$ cat config.mk
export PLATFORM = sky130hd
export DESIGN_NAME = avg_pool_stream
export DESIGN_NICKNAME = d
export VERILOG_FILES = /design/src/rtl/avg_pool_stream.sv
export SDC_FILE = /design/constraint.sdc
export NUM_CORES = 1
export LEC_CHECK = 0
export ABC_AREA = 1
export CORE_UTILIZATION = 61
export DETAILED_ROUTE_END_ITERATION = 10
export PLACE_DENSITY = 0.79
export SLEW_MARGIN = 40
export SYNTH_ARGS = -nofsm -noshare
export SYNTH_HDL_FRONTEND = slang
export SYNTH_SLANG_ARGS = --single-unit
$ cat constraint.sdc
create_clock -name clk -period 4.4 [get_ports clk]
set_input_delay 1.1 -clock clk [delete_from_list [all_inputs] [get_ports clk]]
set_output_delay 1.1 -clock clk [all_outputs]
set_load 0.01 [all_outputs]
$ cat src/rtl/avg_pool_stream.sv
// Streaming 2x2 / stride-2 average pooling over one raster-order feature map.
// Optional build macro POOL_ROUND_EN: round half toward +inf instead of floor.
module avg_pool_stream #(
  parameter int unsigned DATA_W = 16,
  parameter int unsigned MAX_W  = 32,
  parameter int unsigned SIZE_W = 6
) (
  input  logic                     clk,
  input  logic                     rst,
  input  logic                     start,
  input  logic [SIZE_W-1:0]        map_size,
  input  logic                     in_valid,
  input  logic signed [DATA_W-1:0] in_data,
  output logic                     in_ready,
  output logic                     out_valid,
  output logic signed [DATA_W-1:0] out_data,
  input  logic                     out_ready,
  output logic                     busy,
  output logic                     finish
);

  localparam int unsigned LB_DEPTH = (MAX_W / 2 > 0) ? MAX_W / 2 : 1;
  localparam int unsigned LB_AW    = (LB_DEPTH > 1) ? $clog2(LB_DEPTH) : 1;
  localparam int unsigned PAIR_W   = DATA_W + 1;
  localparam int unsigned SUM_W    = DATA_W + 2;

  typedef enum logic [1:0] {S_IDLE, S_RUN, S_DRAIN, S_DONE} state_t;

  state_t                     r_state;
  logic [SIZE_W-1:0]          r_size;
  logic                       r_size_ok;
  logic [SIZE_W-1:0]          r_row;
  logic [SIZE_W-1:0]          r_col;
  logic signed [DATA_W-1:0]   r_prev;
  logic signed [PAIR_W-1:0]   r_line_buf [LB_DEPTH];

  logic                       w_accept;
  logic                       w_last_col;
  logic                       w_last_row;
  logic                       w_pair_wr;
  logic                       w_pool_out;
  logic [LB_AW-1:0]           w_lb_idx;
  logic signed [PAIR_W-1:0]   w_pair;
  logic signed [SUM_W-1:0]    w_sum;
  logic signed [SUM_W-1:0]    w_sum_rnd;
  logic signed [DATA_W-1:0]   w_pooled;

  // Input stalls only while a pooled result is blocked downstream.
  assign in_ready   = (r_state == S_RUN) && !(out_valid && !out_ready);
  assign w_accept   = in_valid && in_ready;
  assign w_last_col = (r_col == r_size - SIZE_W'(1));
  assign w_last_row = (r_row == r_size - SIZE_W'(1));
  assign w_lb_idx   = LB_AW'(r_col >> 1);
  assign w_pair_wr  = w_accept && r_size_ok && !r_row[0] && r_col[0];
  assign w_pool_out = w_accept && r_size_ok && r_row[0] && r_col[0];

  assign w_pair = {r_prev[DATA_W-1], r_prev} + {in_data[DATA_W-1], in_data};
  assign w_sum  = {r_line_buf[w_lb_idx][PAIR_W-1], r_line_buf[w_lb_idx]}
                + {{2{r_prev[DATA_W-1]}}, r_prev}
                + {{2{in_data[DATA_W-1]}}, in_data};

`ifdef POOL_ROUND_EN
  assign w_sum_rnd = w_sum + SUM_W'(2);
`else
  assign w_sum_rnd = w_sum;
`endif

  // Four-pixel sum of full-scale inputs stays inside SUM_W, so /4 fits DATA_W.
  assign w_pooled = DATA_W'(w_sum_rnd >>> 2);

  // Horizontal pair sums of even rows, consumed by the following odd row.
  always_ff @(posedge clk) begin
    if (w_pair_wr) begin
      r_line_buf[w_lb_idx] <= w_pair;
    end
  end

  // Control FSM, raster counters and output register.
  always_ff @(posedge clk) begin
    if (rst) begin
      r_state   <= S_IDLE;
      r_size    <= '0;
      r_size_ok <= 1'b0;
      r_row     <= '0;
      r_col     <= '0;
      r_prev    <= '0;
      out_valid <= 1'b0;
      out_data  <= '0;
      busy      <= 1'b0;
      finish    <= 1'b0;
    end else begin
      finish <= 1'b0;
      if (out_valid && out_ready) begin
        out_valid <= 1'b0;
      end
      case (r_state)
        S_IDLE: begin
          if (start) begin
            r_size    <= map_size;
            r_size_ok <= (map_size >= SIZE_W'(2)) && (32'(map_size) <= MAX_W);
            r_row     <= '0;
            r_col     <= '0;
            busy      <= 1'b1;
            // An empty map has nothing to consume.
            r_state   <= (map_size == '0) ? S_DRAIN : S_RUN;
          end
        end
        S_RUN: begin
          if (w_accept) begin
            r_prev <= in_data;
            if (w_last_col) begin
              r_col <= '0;
              r_row <= r_row + SIZE_W'(1);
              if (w_last_row) begin
                r_state <= S_DRAIN;
              end
            end else begin
              r_col <= r_col + SIZE_W'(1);
            end
            if (w_pool_out) begin
              out_data  <= w_pooled;
              out_valid <= 1'b1;
            end
          end
        end
        S_DRAIN: begin
          if (!out_valid || out_ready) begin
            r_state <= S_DONE;
            finish  <= 1'b1;
            busy    <= 1'b0;
          end
        end
        S_DONE: begin
          r_state <= S_IDLE;
        end
        default: begin
          r_state <= S_IDLE;
        end
      endcase
    end
  end

endmodule

==> run_results.csv <==
group,metric,value,unit
clock_network,numCtsBuffers,31,
route,drtPass1Iterations,6,
setup_path,max_stage_delay,0.43,ns
setup_path,crit_path_cell_trace,"buf_4, buf_6, o21ai_0, o221ai_1, nand3_1, nand2_1, fa_1, ha_1, nand2_1, inv_1, a21oi_2, o21ai_0, a21boi_1, o21bai_1, nand2_1, nand2_1, a21oi_1, o21ai_0, nand2_1, inv_1",
setup_path,critPathLaunchType,"flip-flop",
setup_path,cp_slowest_cell,"fa_1",
floorplan,die_h,158.4,um
global_route,antenna_found_initial,0,
run_status,status,"finished, final reports clean",
logic_synthesis,synth_area,0.01493,mm^2
place,place_area,0.01611,mm^2
place,port_buffers,46,
logic_synthesis,netlist_instances,1342,
sta,hold_slack,0.4733,ns
layout,layout_common_cells,"272 x edfxtp_1, 185 x nor2_1, 165 x o21ai_0",
logic_synthesis,syn-num-nets,1424,
power,switching_share,32.49,%
setup_path,required,4.87,ns
sta,period_share,90.78,%
global_route,gr-total-overflow,0,
hold_path,hp-class,"reg2reg",
power,total_leakage_power,6.230,nW
sta,setup_viol,0,
route,wirelength,36590,um
floorplan,coreArea,0.02375,mm^2
setup_path,end_kind,"flip-flop",
clock_network,clock_latency,0.57,ns
setup_path,endpoint,"out_data[11]",
floorplan,start_util,62.85,%
layout,layout_commonest_cell,"edfxtp_1",
power,max-vdd-ir-drop,436.4,uV
global_route,grt_use_total,30.03,%
power,pwr-share-clk,29.7,%
layout,design_area,0.01717,mm^2
layout,area_delta_synth_final,14.99,%
setup_path,critPathMaxFanout,40,
power,p_comb_share,28.2,%
layout,drive_gt1_share,10.06,%
floorplan,rows,56,
route,drt_iter0_drc,1186,
clock_network,cts_max_level,1,
sta,max_freq,250.4,MHz
sta,tns,0,ns
floorplan,io_pins,47,
logic_synthesis,synth_area_leader_cell,"edfxtp_1",
floorplan,dieArea,0.02510,mm^2
sta,worst_clock_skew,0.009342,ns
setup_path,critPathKind,"reg2reg",
route,postRouteAntennaNets,0,
logic_synthesis,yosysWarnings,0,
sta,tightest_slew,0.6996,ns
clock_network,cts_hold_buf,0,
power,pwr-share-seq,42.0,%
layout,nets,1490,
logic_synthesis,synth_edf_count,272,
setup_path,crit_top_cell,"nand2_1",
run,maxCapViolCount,0,
clock_network,root_buffer,"clkbuf_16",
clock_network,clk_path_buf_depth,3,
setup_path,worstPathArrival,4.47,ns
logic_synthesis,ys_top_cells_by_area,"edfxtp_1 55%, dfxtp_1 8.0%, o21ai_0 5.5%",
logic_synthesis,synthFlopType,"edfxtp_1",
clock_network,clkSinkCount,332,
clock_network,path_clk_slew,0.07,ns
route,route.detailed.drc,0,
setup_path,rr_endpoint,"out_data[11]",
sta,slew_violations,0,
global_route,grt_start_max_net_pins,97,
logic_synthesis,async_flop_share,0,%
logic_synthesis,synth_cell_types,46,
logic_synthesis,avgSynthCellArea,11.12,um^2
place,dp.final_hpwl,22270,um
setup_path,rr_worst_depth,20,
sta,grt_setup_unrepaired,"false",
clock_network,tritoncts,"yes",
global_route,grt_pass1_wl,55970,um
route,routed_via_density,6.127,
floorplan,dieWidth,158.4,um
sta,maxSlewHeadroom,53.13,%
place,pre_cts_ws,0.04659,ns
layout,n_antenna_cell,0,
logic_synthesis,synth-seq-cells,332,
sta,worst_slack,0.4058,ns
place,place.gp.congestion,0.9418,
logic_synthesis,netlist.area_leader.share,54.71,%
power,power,8.890,mW
setup_path,r2r_setup_slack,0.41,ns
logic_synthesis,synth-seq-area-share,62.76,%
route,wl_per_cell,20.90,um
route,vias,10728,
power,power_density,517.9,mW/mm^2
global_route,first_global_vias,10294,
sta,finalHoldViolCount,0,
power,p_switching,2.888,mW
power,p_int,6.002,mW
sta,period_needed,3.994,ns
==> state kept, by name, summed over array words and instances, names as in the netlist, named ones only <==
signal      count
finish          1
r_row           6
r_size          6
r_prev         16
r_col           6
out_valid       1
r_line_buf    272
out_data       16
busy            1
r_size_ok       1
r_state         2
==> stage by stage <==
stage | instances | util [%]
2_1_floorplan | 1342 | -
3_3_place_gp | 1693 | 67.61
3_5_place_dp | 1693 | 67.84
4_1_cts | 1750 | 72.11
5_1_grt | 1751 | 72.27
6_report | 1751 | 72.27
==> kinds of logic (layout without fill, tap and decap cells) <==
kind of cell	count (synthesis)	count (layout)	synth area share, %
compound gates	337	337	13.41
xor+xnor	38	38	2.280
fa+ha+maj	55	55	5.515
buf+inv	149	239	3.814
flops	332	332	62.76
simple gates	431	431	12.22
==> how the worst min path moves through the flow <==
stage                    from   endpoint  depth (start not counted)
finish              r_prev[0]  r_prev[0]                          2
floorplan           r_prev[0]  r_prev[0]                          2
global route        r_prev[0]  r_prev[0]                          2
CTS                 r_prev[0]  r_prev[0]                          2
detailed placement  r_prev[0]  r_prev[0]                          2
global placement    r_prev[0]  r_prev[0]                          2
==> routing by layer <==
layer / up-vias / GRT usage (%) / share of wire, % / wire [um]
met4: 0 / 12.82 / 3.7 / 1340
met2: 537 / 47.31 / 47 / 17020
met3: 93 / 5.063 / 9.7 / 3552
met5: - / 0 / 0 / 0
met1: 5138 / 41.48 / 40 / 14680
li1: 4960 / - / - / -
==> cell usage after synthesis, types with 2 or more instances <==
master / number
fa_1: 18
buf_1: 3
o2111ai_1: 2
a21o_1: 5
o21ai_0: 165
clkinv_1: 2
a21oi_1: 64
nand2_2: 3
o211ai_1: 16
edfxtp_1: 272
o22ai_1: 16
a211oi_1: 4
o221ai_1: 50
nor3_1: 3
inv_1: 81
nand4_1: 3
nor4_1: 3
o21ai_1: 2
inv_2: 2
ha_1: 37
xor2_1: 27
clkbuf_1: 55
nand2_1: 137
nor3_2: 3
xnor2_1: 10
buf_2: 5
nor2_1: 201
a31oi_1: 4
nand3_1: 69
o21bai_1: 3
a21boi_0: 3
dfxtp_1: 60
==> worst max-delay path: cells and delay by family, from the launching register on <==
| kind | cells | cell delay, ns |
|---|---|---|
| flops | 1 | 0.35 |
| simple gates | 6 | 0.50 |
| compound gates | 8 | 1.47 |
| fa+ha+maj | 2 | 0.79 |
| buf+inv | 4 | 0.76 |
==> final cells by class <==
class / count / area (um^2)
sequential: 332 / 9375
clock buffer: 37 / 828.3
tap: 319 / 399.1
fill: 1602 / 6586
multi-input combinational: 861 / 5094
clock inverter: 20 / 183.9
inverter: 85 / 324.1
timing repair buffer: 97 / 962.2
==> power by group through the flow <==
stage / clock [mW] / sequential (mW) / combinational, mW
after global placement: 0 / 3.81 / 2.34
after global routing: 2.77 / 3.75 / 2.80
after CTS: 2.66 / 3.74 / 2.44
after floorplan: 0 / 3.77 / 1.74
final: 2.64 / 3.74 / 2.51
after detailed placement: 0 / 3.81 / 2.41
==> what timing repair did <==
item / CTS / global route
setup buffers: 0 / 1
resized for setup: 1 / 7
pin swaps: 0 / 0
endpoints found under the setup margin: 1 / 2
hold endpoints to repair: 0 / 0
Power figures use the tool's default switching activity.
